$ cat config.mk
export PLATFORM = sky130hd
export DESIGN_NAME = lcd_ctrl
export DESIGN_NICKNAME = d
export VERILOG_FILES = /design/src/rtl/lcd_pkg.sv /design/src/rtl/lcd_timer.sv /design/src/rtl/lcd_ctrl.sv
export SDC_FILE = /design/constraint.sdc
export NUM_CORES = 1
export LEC_CHECK = 0
export BUFFER_PORTS_ARGS = -buffer_cell sky130_fd_sc_hd__buf_2
export CORE_ASPECT_RATIO = 1.25
export CORE_MARGIN = 5
export CORE_UTILIZATION = 44
export DETAILED_ROUTE_END_ITERATION = 12
export HOLD_SLACK_MARGIN = 0.15
export PLACE_DENSITY = 0.68
export SETUP_SLACK_MARGIN = 0.3
export SKIP_CTS_REPAIR_TIMING = 1
export SLEW_MARGIN = 10
export SYNTH_ARGS = -nofsm -noshare
export SYNTH_HDL_FRONTEND = slang
export SYNTH_HIERARCHICAL = 1
export SYNTH_SLANG_ARGS = --single-unit
$ cat constraint.sdc
create_clock -name clk_i -period 3.6 [get_ports clk_i]
set_input_delay 0.54 -clock clk_i [delete_from_list [all_inputs] [get_ports clk_i]]
set_output_delay 0.54 -clock clk_i [all_outputs]
set_load 0.005 [all_outputs]
$ cat src/rtl/lcd_pkg.sv
// Shared types and constants for the HD44780 write-only controller.
package lcd_pkg;

    typedef enum logic [2:0] {
        S_POWERUP,
        S_LOAD,
        S_SETUP,
        S_EN,
        S_HOLD,
        S_WAIT,
        S_IDLE
    } lcd_state_e;

    // Power-on init sequence: 8-bit/2-line, display on, clear, entry mode.
    localparam logic [7:0] INIT_FUNC_SET = 8'h38;
    localparam logic [7:0] INIT_DISP_ON  = 8'h0C;
    localparam logic [7:0] INIT_CLEAR    = 8'h01;
    localparam logic [7:0] INIT_ENTRY    = 8'h06;
    localparam int         INIT_LEN      = 4;

    // Instructions that need the long post-command wait.
    localparam logic [7:0] OP_CLEAR = 8'h01;
    localparam logic [7:0] OP_HOME  = 8'h02;

    function automatic logic [7:0] init_byte(input logic [1:0] idx);
        logic [7:0] b;
        case (idx)
            2'd0:    b = INIT_FUNC_SET;
            2'd1:    b = INIT_DISP_ON;
            2'd2:    b = INIT_CLEAR;
            default: b = INIT_ENTRY;
        endcase
        return b;
    endfunction

    // Only instructions (rs=0) clear/home are slow; the same codes as data are not.
    function automatic logic is_long_cmd(input logic rs, input logic [7:0] d);
        return !rs && ((d == OP_CLEAR) || (d == OP_HOME));
    endfunction

    function automatic int max2(input int a, input int b);
        return (a > b) ? a : b;
    endfunction

endpackage

$ cat src/rtl/lcd_timer.sv
// Loadable saturating down-counter. A state loaded with N lasts exactly N
// cycles: done_o is raised in the cycle the count reaches 1 (or sits at 0).
module lcd_timer #(
    parameter int W       = 8,
    parameter int RST_VAL = 0
) (
    input  logic         clk_i,
    input  logic         rst_i,
    input  logic         load_i,
    input  logic [W-1:0] load_val_i,
    output logic         done_o
);

    logic [W-1:0] count_q;
    logic [W-1:0] count_d;

    // Next count: load wins, otherwise decrement and stop at zero.
    always_comb begin
        count_d = count_q;
        if (load_i) begin
            count_d = load_val_i;
        end else if (count_q != '0) begin
            count_d = count_q - W'(1);
        end
    end

    // Count register; reset preloads the power-on delay.
    always_ff @(posedge clk_i) begin
        if (rst_i) begin
            count_q <= W'(RST_VAL);
        end else begin
            count_q <= count_d;
        end
    end

    assign done_o = (count_q <= W'(1));

endmodule

$ cat src/rtl/lcd_ctrl.sv
// HD44780 8-bit write-only controller: power-on wait, fixed init sequence,
// then CPU bytes strobed with setup/enable/hold/busy-wait timing.
// Handshake: a request transfers on a cycle where cmd_valid_i && cmd_ready_o;
// the requester holds cmd_rs_i/cmd_data_i stable while cmd_valid_i is high and
// not yet accepted. cmd_ready_o is high only while idle.
import lcd_pkg::*;

module lcd_ctrl #(
    parameter int POWERUP_CYC    = 750000,
    parameter int SETUP_CYC      = 4,
    parameter int EN_CYC         = 12,
    parameter int HOLD_CYC       = 4,
    parameter int CMD_WAIT_CYC   = 2000,
    parameter int CLEAR_WAIT_CYC = 82000
) (
    input  logic       clk_i,
    input  logic       rst_i,
    input  logic       cmd_valid_i,
    input  logic       cmd_rs_i,
    input  logic [7:0] cmd_data_i,
    output logic       cmd_ready_o,
    output logic       lcd_on_o,
    output logic       lcd_en_o,
    output logic       lcd_rs_o,
    output logic       lcd_rw_o,
    output logic [7:0] lcd_data_o,
    output lcd_state_e dbg_state_o
);

    localparam int MAX_CYC = max2(max2(max2(POWERUP_CYC, SETUP_CYC), max2(EN_CYC, HOLD_CYC)),
                                  max2(CMD_WAIT_CYC, CLEAR_WAIT_CYC));
    localparam int CNT_W   = $clog2(MAX_CYC + 1);

    lcd_state_e   state_q, state_d;
    logic [2:0]   idx_q, idx_d;
    logic         rs_q, rs_d;
    logic [7:0]   data_q, data_d;
    logic         on_q, on_d;
    logic         tmr_load;
    logic [CNT_W-1:0] tmr_val;
    logic         tmr_done;

    lcd_timer #(
        .W       (CNT_W),
        .RST_VAL (POWERUP_CYC)
    ) u_timer (
        .clk_i      (clk_i),
        .rst_i      (rst_i),
        .load_i     (tmr_load),
        .load_val_i (tmr_val),
        .done_o     (tmr_done)
    );

    // Next-state, holding-register and timer-load logic.
    always_comb begin
        state_d  = state_q;
        idx_d    = idx_q;
        rs_d     = rs_q;
        data_d   = data_q;
        on_d     = 1'b1;
        tmr_load = 1'b0;
        tmr_val  = '0;
        case (state_q)
            S_POWERUP: begin
                if (tmr_done) state_d = S_LOAD;
            end
            S_LOAD: begin
                rs_d     = 1'b0;
                data_d   = init_byte(idx_q[1:0]);
                idx_d    = idx_q + 3'd1;
                state_d  = S_SETUP;
                tmr_load = 1'b1;
                tmr_val  = CNT_W'(SETUP_CYC);
            end
            S_SETUP: begin
                if (tmr_done) begin
                    state_d  = S_EN;
                    tmr_load = 1'b1;
                    tmr_val  = CNT_W'(EN_CYC);
                end
            end
            S_EN: begin
                if (tmr_done) begin
                    state_d  = S_HOLD;
                    tmr_load = 1'b1;
                    tmr_val  = CNT_W'(HOLD_CYC);
                end
            end
            S_HOLD: begin
                if (tmr_done) begin
                    state_d  = S_WAIT;
                    tmr_load = 1'b1;
                    tmr_val  = is_long_cmd(rs_q, data_q) ? CNT_W'(CLEAR_WAIT_CYC)
                                                         : CNT_W'(CMD_WAIT_CYC);
                end
            end
            S_WAIT: begin
                if (tmr_done) begin
                    state_d = (idx_q < 3'(INIT_LEN)) ? S_LOAD : S_IDLE;
                end
            end
            S_IDLE: begin
                if (cmd_valid_i) begin
                    rs_d     = cmd_rs_i;
                    data_d   = cmd_data_i;
                    state_d  = S_SETUP;
                    tmr_load = 1'b1;
                    tmr_val  = CNT_W'(SETUP_CYC);
                end
            end
            default: state_d = S_POWERUP;
        endcase
    end

    // State and output holding registers.
    always_ff @(posedge clk_i) begin
        if (rst_i) begin
            state_q <= S_POWERUP;
            idx_q   <= '0;
            rs_q    <= 1'b0;
            data_q  <= '0;
            on_q    <= 1'b0;
        end else begin
            state_q <= state_d;
            idx_q   <= idx_d;
            rs_q    <= rs_d;
            data_q  <= data_d;
            on_q    <= on_d;
        end
    end

    assign cmd_ready_o = (state_q == S_IDLE);
    assign lcd_en_o    = (state_q == S_EN);
    assign lcd_rs_o    = rs_q;
    assign lcd_data_o  = data_q;
    assign lcd_rw_o    = 1'b0;
    assign lcd_on_o    = on_q;
    assign dbg_state_o = state_q;

endmodule

==> results.yml <==
power:
  p_clk_frac: 0.507
  pwr-share-seq: 0.427
  combPwrFrac: 0.066
  swShare: 0.208
  power_density_nw_per_um2: 399
  intPower_uw: 782
  p_switching_uw: 205
  ir_drop_mv: 0.236
  total_leakage_power_uw: 0.000949
layout:
  diodes: 0
  area_growth_pct: 14.1
  drive_above_1_share: 0.199
  fin_nets: 300
  fill_cells: 492
logic_synthesis:
  yosys_warnings: 6
  synth-main-ff-cell: "dfxtp_1"
  synth_common_cells: "36 x dfxtp_1, 28 x nor2_1, 20 x nand2_1, 14 x nor3_1, 10 x a21oi_1"
  syn_inst: 253
  ys_async_sr_fraction: 0
  synth_cell_types: 62
  synth_edf_count: 0
  yosysSeqAreaShare: 0.332
  synth_seq_cells: 36
  yosys-top-cells-area: "dfxtp_1 33%, nor2_1 4.8%, ha_1 4.0%"
  synthesis.area_sq_um: 2170
  post-synth-top-area-fraction: 0.332
  synth.largest_area_cell: "dfxtp_1"
  yosys.cell_count.top_type: "dfxtp_1"
  avgSynthCellArea_sq_um: 8.58
worst_setup_path:
  start_kind: "flip-flop"
  worst_ep_required_time_ns: 3.73
  crit_path_end: "u_timer/count_q[3]$_SDFFE_PP0P_"
  r2r_setup_slack_ns: 0.75
  path_class: "flip-flop to flip-flop"
  r2r_start: "u_timer/count_q[9]$_SDFFE_PP0P_"
  crit_start: "u_timer/count_q[9]$_SDFFE_PP0P_"
  cp.arrival_ns: 2.98
  r2r_end: "u_timer/count_q[3]$_SDFFE_PP0P_"
  cp_max_fo: 34
  reg2reg_depth: 10
  crit_path_end_kind: "flip-flop"
sta:
  tightestPinTransition_ns: 0.751
  setup_viol: 0
  finalCritPeriodShare: 0.791
  timing.final.hold_violations: 0
  finalSetupTns_ns: 0
  finClkSkew_ns: 0.00598
  fmax_mhz: 351
  relSlewSlack: 0.499
  rsz0062_at_grt: "no"
  worst_hold_slack_ns: 0.494
  fin_crit_ns: 2.85
  drv_slew: 0
grt:
  overflow: 0
  grt_pass1_vias: 1797
  grt_pass1_wl_um: 8350
  antenna_found_initial: 0
  grt_max_degree: 41
  grt_usage: 0.163
route:
  routed_wl_um: 4860
  drcViolationCount: 0
  wl_per_cell_um: 14.2
  antenna_left: 0
  vias: 1893
  drtPass1Iterations: 4
  via_per_inst: 5.54
  drt_iter0_drc: 103
job:
  maxCapViolations: 0
clocking:
  cts_tree: "built"
  cts-root-buf: "clkbuf_8"
  cts-buffers-inserted: 5
  clockBufferDepth: 2
  clock_latency_ns: 0.29
  cts_sinks: 36
  clk_pin_slew_ns: 0.08
  htreeDepth: 2
worst_hold_path:
  min_from: "cmd_data_i[6]"
  hold_path.class: "primary input to flip-flop"
die:
  ioPinCount: 28
  dieHeight_um: 88.5
  dieArea_sq_um: 6440
  coreArea_sq_um: 4760
  die_x_um: 72.8
  placementRows: 28
  initial_utilization: 0.455
placed_design:
  place_congestion: 0.791
  portBuffers: 26
  hpwl_um: 3440
run_status:
  status: "complete, no violations"
power by group through the flow:
stage | logic (uW) | clock network (uW) | registers, uW
floorplan | 49.8 | 0 | 428
global placement | 63.7 | 0 | 430
detailed placement | 65.5 | 0 | 430
CTS | 65.8 | 508 | 421
global route | 75.7 | 525 | 423
finish | 65.6 | 501 | 421
worst min path at each step:
stage	end	slack, ns	cells past startpoint
2_1_floorplan	lcd_data_o[2]$_SDFFE_PP0P_	0.47	2
3_3_place_gp	lcd_data_o[2]$_SDFFE_PP0P_	0.47	2
3_5_place_dp	lcd_data_o[2]$_SDFFE_PP0P_	0.49	2
4_1_cts	lcd_data_o[6]$_SDFFE_PP0P_	0.49	3
5_1_grt	lcd_data_o[6]$_SDFFE_PP0P_	0.51	3
6_report	lcd_data_o[6]$_SDFFE_PP0P_	0.49	3
state kept, by name, summed over array words and instances, names as in the netlist:
name / flops
u_timer/count_q: 20
lcd_data_o: 8
dbg_state_o: 3
idx_q: 3
lcd_on_o: 1
lcd_rs_o: 1
critical path, cell delays in order, from the launching register on:
cell      delay (ns)
dfxtp_1         0.38
nor4_4          0.43
and4_4          0.32
and3_2          0.27
nor2b_1         0.19
a21oi_1         0.07
o22ai_2         0.19
buf_4           0.34
o41ai_1         0.13
o41ai_1         0.27
a221oi_1        0.12
layout by cell type (no fill, tap or decap), types with 6 or more instances in the layout:
cell and n:
dfxtp_1 36, nor2_1 28, buf_2 26, nand2_1 20
nor3_1 14, conb_1 11, a21oi_1 10, a211oi_1 7
xnor2_1 7, ha_1 7, inv_1 6, nor4_1 6
logic make-up after synthesis:
logic type / synth area share
simple gates: 0.285
flops: 0.332
fa+ha+maj: 0.0404
buf+inv: 0.0663
mux: 0.0185
xor+xnor: 0.0484
compound gates: 0.208
other cells: 0.00173
final cells by class:
class	instances	area [sq um]	area share
clock buffer	5	68.8	0.0278
inverter	9	33.8	0.0137
sequential	36	721	0.291
tap	60	75.1	0.0303
multi-input combinational	202	1350	0.545
clock inverter	3	90.1	0.0364
timing repair buffer	27	138	0.0556
through the flow:
stage               instances  utilization  total power (uW)  instance area, sq um  setup WS (ns)
detailed placement        334        0.486               496                  2320          0.783
floorplan                 263            -               478                  2210           1.09
CTS                       342        0.519               994                  2470          0.761
finish                    342        0.519               987                  2470          0.753
global placement          334        0.486               494                  2320          0.893
global route              342        0.519              1020                  2470          0.422
metal layers:
metal	vias to the layer above	wire length [um]	GRT usage
met4	0	101	0.0688
met1	866	2100	0.199
met2	49	2440	0.277
met3	12	213	0.0364
met5	-	0	0
li1	966	-	-
(Power assumes the default switching activity.)
